$ cat src/rtl/rpc_cmd_arbiter.sv
// Command arbiter between the refresh timer, the ZQ-cal timer and the
// direct-command FIFO. It feeds CMD_FSM through a single registered slot.
// Priority is ref > zqc > direct. A starvation guard forces a direct grant
// after STARVE_LIMIT consecutive maintenance grants while direct waits.
// Maintenance requests are held off until DRAM init has completed.
module rpc_cmd_arbiter #(
    parameter int STARVE_LIMIT = 8,
    parameter int CMD_WIDTH    = 19
) (
    input  logic                 clk_i,
    input  logic                 rst_ni,
    input  logic                 rpc_init_completed_i,
    input  logic                 ref_valid_i,
    output logic                 ref_ready_o,
    input  logic [CMD_WIDTH-1:0] ref_cmd_i,
    input  logic                 zqc_valid_i,
    output logic                 zqc_ready_o,
    input  logic [CMD_WIDTH-1:0] zqc_cmd_i,
    input  logic                 direct_cmd_valid_i,
    output logic                 direct_cmd_ready_o,
    input  logic [CMD_WIDTH-1:0] direct_cmd_i,
    output logic                 cmd_valid_o,
    input  logic                 cmd_ready_i,
    output logic [CMD_WIDTH-1:0] cmd_o,
    output logic [1:0]           cmd_src_o,
    output logic                 idle_o
);

    localparam int STARVE_CNT_W = $clog2(STARVE_LIMIT + 1);
    localparam logic [STARVE_CNT_W-1:0] STARVE_MAX = STARVE_CNT_W'(STARVE_LIMIT);

    localparam logic [1:0] SRC_NONE   = 2'b00;
    localparam logic [1:0] SRC_REF    = 2'b01;
    localparam logic [1:0] SRC_ZQC    = 2'b10;
    localparam logic [1:0] SRC_DIRECT = 2'b11;

    logic                    cmd_valid_q, cmd_valid_d;
    logic [CMD_WIDTH-1:0]    cmd_q, cmd_d;
    logic [1:0]              cmd_src_q, cmd_src_d;
    logic [STARVE_CNT_W-1:0] starve_cnt_q, starve_cnt_d;

    logic load_en;
    logic grant_ref, grant_zqc, grant_direct;

    // Grant selection: starved direct first, then fixed priority among eligible sources.
    always_comb begin
        grant_ref    = 1'b0;
        grant_zqc    = 1'b0;
        grant_direct = 1'b0;
        if (direct_cmd_valid_i && (starve_cnt_q == STARVE_MAX)) begin
            grant_direct = 1'b1;
        end else if (ref_valid_i && rpc_init_completed_i) begin
            grant_ref = 1'b1;
        end else if (zqc_valid_i && rpc_init_completed_i) begin
            grant_zqc = 1'b1;
        end else if (direct_cmd_valid_i) begin
            grant_direct = 1'b1;
        end
    end

    // Handshake: ready only when the slot can take a command; forced low in reset
    // so nothing is accepted on a reset cycle.
    always_comb begin
        load_en            = !cmd_valid_q || cmd_ready_i;
        ref_ready_o        = rst_ni && load_en && grant_ref;
        zqc_ready_o        = rst_ni && load_en && grant_zqc;
        direct_cmd_ready_o = rst_ni && load_en && grant_direct;
    end

    // Next-state for the output slot and the starvation counter.
    always_comb begin
        cmd_valid_d  = cmd_valid_q;
        cmd_d        = cmd_q;
        cmd_src_d    = cmd_src_q;
        starve_cnt_d = starve_cnt_q;
        if (load_en) begin
            cmd_valid_d = grant_ref || grant_zqc || grant_direct;
            if (grant_ref) begin
                cmd_d     = ref_cmd_i;
                cmd_src_d = SRC_REF;
            end else if (grant_zqc) begin
                cmd_d     = zqc_cmd_i;
                cmd_src_d = SRC_ZQC;
            end else if (grant_direct) begin
                cmd_d     = direct_cmd_i;
                cmd_src_d = SRC_DIRECT;
            end else begin
                // Slot empties; cmd_o deliberately keeps its last value.
                cmd_src_d = SRC_NONE;
            end

            if (grant_direct || !direct_cmd_valid_i) begin
                starve_cnt_d = '0;
            end else if ((grant_ref || grant_zqc) && (starve_cnt_q != STARVE_MAX)) begin
                starve_cnt_d = starve_cnt_q + STARVE_CNT_W'(1);
            end
        end
    end

    // State registers; reset discards any held command.
    always_ff @(posedge clk_i or negedge rst_ni) begin
        if (!rst_ni) begin
            cmd_valid_q  <= 1'b0;
            cmd_q        <= '0;
            cmd_src_q    <= SRC_NONE;
            starve_cnt_q <= '0;
        end else begin
            cmd_valid_q  <= cmd_valid_d;
            cmd_q        <= cmd_d;
            cmd_src_q    <= cmd_src_d;
            starve_cnt_q <= starve_cnt_d;
        end
    end

    // Output drive.
    always_comb begin
        cmd_valid_o = cmd_valid_q;
        cmd_o       = cmd_q;
        cmd_src_o   = cmd_src_q;
        idle_o      = !cmd_valid_q && !ref_valid_i && !zqc_valid_i && !direct_cmd_valid_i;
    end

endmodule
$ cat config.mk
export PLATFORM = sky130hd
export DESIGN_NAME = rpc_cmd_arbiter
export DESIGN_NICKNAME = d
export VERILOG_FILES = /design/src/rtl/rpc_cmd_arbiter.sv
export SDC_FILE = /design/constraint.sdc
export NUM_CORES = 1
export LEC_CHECK = 0
export ABC_AREA = 1
export CORE_UTILIZATION = 30
export CTS_BUF_LIST = sky130_fd_sc_hd__clkbuf_2
export CTS_CLUSTER_SIZE = 10
export DETAILED_ROUTE_END_ITERATION = 10
export HOLD_SLACK_MARGIN = 0.08
export PLACE_DENSITY = 0.62
export SKIP_CTS_REPAIR_TIMING = 1
export SYNTH_ARGS = -nofsm -noshare
export SYNTH_HDL_FRONTEND = slang
export SYNTH_SLANG_ARGS = --single-unit
$ cat constraint.sdc
create_clock -name clk_i -period 1.74 [get_ports clk_i]
set_input_delay 0.174 -clock clk_i [delete_from_list [all_inputs] [get_ports clk_i]]
set_output_delay 0.174 -clock clk_i [all_outputs]
set_load 0.1 [all_outputs]
* After elaboration in Yosys (flattened, before gate mapping)
Index checks and enable logic that the tools add are counted.
Word-level totals: output and inout bits 26, input port bits 64, logic and storage cells 47, register bits after elaboration 26
Operators by class: mux-type cells 17, equality and inequality tests 2, reductions and logical operators 23, add/subtract/negate cells 1
Operators with widths (count):
- two-way mux 19 bit | 3
- logical AND 1 bit | 11
- two-way mux 1 bit | 9
- two-way mux 4 bit | 2
- two-way mux 2 bit | 3
- adder 4 x 1 -> 4 bit (second input constant) | 1
- equality test 4 bit (second input constant) | 1
- zero test 1 bit | 4
- logical OR 1 bit | 4
- inequality test 4 bit (second input constant) | 1
- AND reduction 2 bit | 2
- nonzero test 3 bit | 1
- nonzero test 2 bit | 1

* Longest topological paths before layout
Gate-level depths: netlist (run 1).
depth in word-level cells 8, mapped depth 12

* Worst setup path after synthesis (run 1)
Ideal clock, no wire load.
path type register to output, start reg cmd_valid_q, in the netlist cmd_valid_o, end out idle_o, arrival 3758 ps, required time 1566 ps, stages on the path, launching flop included 2, path buffers 0, path slack -2192 ps, cells stage by stage dfrtp_1 -> nor4_1
Between the ends: cells in the longest elaborated chain, start to end 4
Ends and longest elaborated chain:
- start, declared | RTL line 37 | logic cmd_valid_q, cmd_valid_d;
- start signal, assigned | RTL line 108 | cmd_valid_q <= cmd_valid_d;
- zero test 1 bit | RTL line 120 | idle_o = !cmd_valid_q && !ref_valid_i && !zqc_valid_i && !direct_cmd_valid_i;
- logical AND 1 bit (3 in a row) | RTL line 120
- end, declared | RTL line 26 | output logic idle_o
Every way passes these cells.

* Final worst setup path (run 1)
start reg starve_cnt_q[1], end out direct_cmd_ready_o
Between the ends: cells in the longest elaborated chain, start to end 4
Ends and longest elaborated chain:
- start, declared | RTL line 40 | logic [STARVE_CNT_W-1:0] starve_cnt_q, starve_cnt_d;
- start signal, assigned | RTL line 111 | starve_cnt_q <= starve_cnt_d;
- equality test 4 bit | RTL line 50 | if (direct_cmd_valid_i && (starve_cnt_q == STARVE_MAX)) begin
- logical AND 1 bit | RTL line 50
- two-way mux 1 bit | RTL line 50
- logical AND 1 bit | RTL line 67 | direct_cmd_ready_o = rst_ni && load_en && grant_direct;
- end, declared | RTL line 20 | output logic direct_cmd_ready_o,
Every way passes these cells.

==> metrics.txt, run 1 <==
CP bufs+invs 4; vias per cell between 4 and 5; CTS Sinks 26; post-synthesis cell type count 24; cell area after synthesis about 1700 sq um; failing checks negative setup slack; Site Rows 27; switching share of power 53.1%; first-pass GRT wire length 8540 microns; Critical Path RT 1.57 ns; combinational share of power between 60% and 70%; M1 WL approximately 2500 microns; die height between 70 and 80 microns; post-layout instance area about 3100 sq um; placed cell area ~2800 sq um; R2R setup slack -0.02 ns; CTS tree done; Power Dens Cells 896 nW/um^2; antenna violations before repair 0; Critical Path Source Type flip-flop; multiplexer share of the synthesized area 0%; Max IR drop VDD roughly 0.0006 V; Final Hold Vio Count 0; Final Max Slew Viols 0; vias in the first global route roughly 1800; Iteration-0 DRC Markers ~180; register share of total power between 20% and 30%; clock latency on the worst-skew pair approximately 0.35 ns; Core Footprint 5540 sq um; synth warn 0; final worst-path setup slack -0.0951 ns; delay-heaviest family, CP flip-flops; XOR/XNOR Fraction of Synth Area 1.02%; clock root cell clkbuf_2; GRT Overall Usage roughly 18%; P_int around 1.3 mW; Worst Tran Pin Value between 0.3 and 0.4 ns; met2 routed WL 2880 microns; Period Utilization, post-route 105%; DRT antenna net count 0; type of the most critical hold path in -> async; cell chain of the critical path inv_2, ha_4, nand2_4, inv_4, nand2_8, nand2_4, inv_4, nor2_4, buf_12; GP Congestion roughly 0.77; P_leak ~1.4 nW; Placement Setup Slack -0.0324 ns; Total Power about 2.8 mW; IO Port Bufs roughly 90; RSZ-0062 raised after global routing yes; Fin Hold WS about 0.24 ns; WP data arrival roughly 1.7 ns; f_max between 0.5 and 0.6 GHz; final global-route overflow total 0; final setup violation count 14; Clock power frac roughly 8.7%; Total Wirelength between 5000 and 6000 microns; Vias approximately 2000; H-tree depth 1; Mapped Nets slightly below 300; Yosys reg bits 26; Synth Area in Compound Gates less than 1%; Post-Syn Instances around 230; WL per Instance 14.2 microns; Layout Nets about 410; Sw Pwr between 1 and 1.5 mW; outcome finished, violations left; Setup TNS -0.325 ns; Crit-path slowest cell dfrtp_1; Worst Setup End Kind primary output; Syn Area/Cell 7.63 sq um; post-synthesis simple-gate area fraction 49.5%; crit path time final between 1.5 and 2 ns; diode count 0; Worst-path clk slew between 0.2 and 0.3 ns; DRC viols 0; crit path max fanout 5; die area ~6000 sq um; Worst Clk Skew approximately 0.011 ns; crit path kind reg -> out; metal3 WL roughly 450 microns; top sig layer met4; largest family of logic cells by synthesized area simple AND/OR/NAND/NOR gates; largest net degree at the start of global routing 38; CTS Buf Count 3; IO Count 90; Rel. slew slack between 70% and 80%; worst-case clock buffer depth 2; first-pass detailed-route iteration total 4; total of max-cap violations 0; Die X about 80 microns; Seq/Total Area, Yosys between 30% and 40%; initial core utilization between 30 and 40%; Layout area overhead 81.8%; HPWL after DPL 3930 microns; max incr delay on CP roughly 0.46 ns; adder-cell area share of the yosys netlist around 1.5%; fraction of layout cells with a size suffix above 1 between 20 and 30%
## cell families (layout without fill, tap and decap cells)
logic type	after synthesis	count (layout)
simple gates	168	171
flops	26	26
buf+inv	25	136
compound gates	3	3
fa+ha+maj	2	2
xor+xnor	2	2
## layout by cell type, fill, tap and decap left out, types with 2 or more instances in the layout
cell	instances
buf_12	10
or2_1	10
dfrtp_1	25
nand2_2	2
or2_0	5
nand2_8	6
inv_1	2
clkbuf_2	4
nor2_4	5
clkdlybuf4s50_1	63
inv_4	3
nor2_1	3
nand2_1	47
inv_2	3
clkbuf_16	2
xor2_1	2
buf_4	46
buf_8	2
nand3_1	79
nand2_4	5
or2_2	4
nand4_1	2
o21ai_0	3
## synthesized netlist by cell type, drive strengths merged
master,number,share of area [%]
nand4,2,0.73
clkinv,1,0.22
dfrtp,26,38
nor4,1,0.36
xor2,2,1.0
nand3,80,23
inv,8,1.7
or2,19,6.9
o21ai,3,0.87
ha,2,1.5
nor2,9,2.8
nand2,57,15
buf,16,7.5
## per-layer routing
layer,up-vias,GRT usage (%)
met5,-,0
met4,0,3.02
met3,2,4.47
met2,91,29.5
met1,932,23.1
li1,981,-
## state kept, by name, summed over array words and instances (netlist names)
name          cells
cmd_o            19
cmd_src_o         2
cmd_valid_o       1
starve_cnt_q      4
## power by group through the flow
stage / combinational, mW / sequential (mW) / clock, mW
global route: 1.84 / 0.820 / 0.279
CTS: 1.63 / 0.807 / 0.254
global placement: 1.62 / 0.813 / 0
detailed placement: 1.63 / 0.814 / 0
finish: 1.76 / 0.803 / 0.244
floorplan: 0.329 / 1.62 / 0
## cell type report
| type | count | area, sq um |
|---|---|---|
| fill | 552 | 2400 |
| timing repair buffer | 123 | 1260 |
| multi-input combinational | 178 | 1070 |
| sequential | 26 | 654 |
| tap | 72 | 90.1 |
| inverter | 9 | 41.3 |
| clock buffer | 4 | 20.0 |
## path summary, 6_finish.rpt
kind,start,endpoint,cells past startpoint
max,starve_cnt_q[1],direct_cmd_ready_o,9
max reg2reg,starve_cnt_q[1],cmd_o[12],12
min in group clk_i,direct_cmd_i[17],cmd_o[17],5
min reg2reg,cmd_src_o[0],cmd_src_o[0],2
min,rst_ni,cmd_o[6],2
max in group asynchronous,rst_ni,cmd_valid_o,2
## stage by stage
stage	utilization, %	std cells
floorplan	-	226
global placement	50.8	389
detailed placement	50.8	389
CTS	51.2	393
global route	56.6	412
finish	56.6	412
Note: power is estimated with default switching activity, not from simulation.
==> run 2: changes to the inputs <==
--- a/config.mk
+++ b/config.mk
@@ -10,8 +10,10 @@
 export CTS_BUF_LIST = sky130_fd_sc_hd__clkbuf_2
 export CTS_CLUSTER_SIZE = 10
 export DETAILED_ROUTE_END_ITERATION = 10
+export GPL_TIMING_DRIVEN = 0
 export HOLD_SLACK_MARGIN = 0.08
 export PLACE_DENSITY = 0.62
+export SETUP_SLACK_MARGIN = 0.2
 export SKIP_CTS_REPAIR_TIMING = 1
 export SYNTH_ARGS = -nofsm -noshare
 export SYNTH_HDL_FRONTEND = slang
==> run 2 against run 1 <==
- the run still ends with negative setup slack left
- largest power group unchanged
- setup slack worse by 0.11 ns
- clock power is 5% higher
- clock skew is 0.0088 ns lower
- critical path type unchanged
==> metrics.txt, run 2 (synthesis gave the netlist of run 1 again) <==
outcome finished, violations left; failing checks negative setup slack; Power Dens Cells roughly 920 nW/um^2; met3 usage under 10%; GRT Overall Usage 17.1%; HPWL after DPL around 3700 microns; Critical Path RT ~1.6 ns; final worst-path setup slack -0.202 ns; diode count 0; met2 Track Usage GR a little over a quarter; Critical Path Source Type flip-flop; Site Rows 27; commonest non-fill, non-tap cell in the layout nand3_1; Core Footprint ~5500 sq um; f_max 0.515 GHz; FF-to-FF Start starve_cnt_q[0]; final global-route overflow total 0; Worst Setup End Kind primary output; IO Port Bufs 89; crit path time final about 1.9 ns; worst-case clock buffer depth 2; initial core utilization between 30% and 40%; Final Hold Vio Count 0; flip-flop count of the largest register after layout 19; RSZ-0062 raised after global routing yes; vias in the first global route ~1700; CTS tree done; Period Utilization, post-route 112%; clock latency on the worst-skew pair between 0.3 and 0.4 ns; P_leak 1.34 nW; GP Congestion 0.739; type of the most critical hold path in -> async; Final Non-Filler Cells 402; WL per Instance between 10 and 15 microns; fraction of layout cells with a size suffix above 1 roughly 27%; Layout Nets ~400; Iteration-0 DRC Markers 65; Placement Setup Slack -1.05 ns; Total Wirelength 5320 microns; DRT antenna net count 0; CTS Sinks 26; DRC viols 0; Rel. slew slack between 60% and 70%; commonest non-fill, non-tap cells in the layout nand3_1 (76), clkdlybuf4s50_1 (62), nand2_1 (47); Total Power about 2.6 mW; antenna violations before repair 0; die area about 6000 sq um; Worst Tran Pin Value between 0.5 and 0.6 ns; first-pass GRT wire length between 8000 and 9000 microns; GRT met1 Usage between 20% and 30%; total of max-cap violations 0; placed cells 387; clock root cell clkbuf_2; WP data arrival ~1.8 ns; Worst Clk Skew 0.00235 ns; Die X just under 80 microns; reg2reg end cmd_o[15]; R2R setup slack roughly 0.11 ns; Final Max Slew Viols 0; Fillers 573; IO Count 90; Layout area overhead 65.4%; crit path kind reg -> out; crit path max fanout 5; first-pass detailed-route iteration total 4; die height about 78 microns; worst-case reg-to-reg path depth 11; Vias 1894; largest net degree at the start of global routing 28; Max IR drop VDD ~0.00054 V; vias per cell approximately 4.7; Worst-path clk slew between 0.2 and 0.3 ns; CTS Buf Count 3; final setup violation count 3; Most Crowded Layer GR met2; H-tree depth 1
==> run 2: changes by cell type in the layout (fill, tap and decap cells not counted), sizes merged <==
| cell | previous run | this run |
|---|---|---|
| clkdlybuf4s50 | 63 | 62 |
| clkbuf | 6 | 26 |
| dlygate4sd3 | 0 | 1 |
| buf | 58 | 31 |
| nand2 | 60 | 57 |
==> run 2: stage by stage <==
step	util [%]	cell area, sq um	hold slack [ns]	TNS [ns]
after floorplan	-	1790	-0.122	-0.0639
after global placement	50.0	2770	0.464	-8.26
after detailed placement	49.9	2760	0.267	-4.09
after CTS	50.2	2780	-0.181	-12.54
after global routing	51.5	2850	0.370	-0.835
final	51.5	2850	0.361	-0.545
==> run 2: area by class of cell <==
cell class | count | area (sq um) | share of cell area, %
sequential | 26 | 654 | 22.9
inverter | 9 | 36.3 | 1.27
multi-input combinational | 175 | 1010 | 35.2
buffer | 16 | 139 | 4.87
timing repair buffer | 100 | 908 | 31.8
tap | 72 | 90.1 | 3.16
clock buffer | 4 | 20.0 | 0.701
==> run 2: critical path, cell delays in order (launching register included) <==
cell	delay, ns
dfrtp_1	0.43
inv_2	0.06
ha_4	0.15
nand2_2	0.05
inv_2	0.05
nand2_4	0.11
nand2_4	0.06
buf_6	0.11
buf_8	0.12
nor2_4	0.09
buf_12	0.18
==> run 2: layer usage <==
layer	up-vias	part of all wire, %	routed length, microns
li1	955	-	-
met1	861	45	2390
met2	74	45	2420
met3	4	9.0	476
met4	0	0.68	36
met5	-	0	0
==> run 2: how the worst max path moves through the flow <==
stage,from,endpoint,slack (ns),depth (start not counted)
floorplan,cmd_valid_o,idle_o,-0.06,1
global placement,rst_ni,direct_cmd_ready_o,-1.47,4
detailed placement,direct_cmd_valid_i,direct_cmd_ready_o,-1.05,9
CTS,starve_cnt_q[1],ref_ready_o,-1.26,10
global route,starve_cnt_q[0],ref_ready_o,-0.30,10
finish,starve_cnt_q[0],ref_ready_o,-0.20,10
==> run 2: report_power, final <==
part           internal (mW)  switching, mW  total [mW]  leakage (nW)
combinational          0.393           1.18        1.58          1.01
sequential             0.725         0.0692       0.794         0.320
clock                 0.0606          0.195       0.256        0.0166
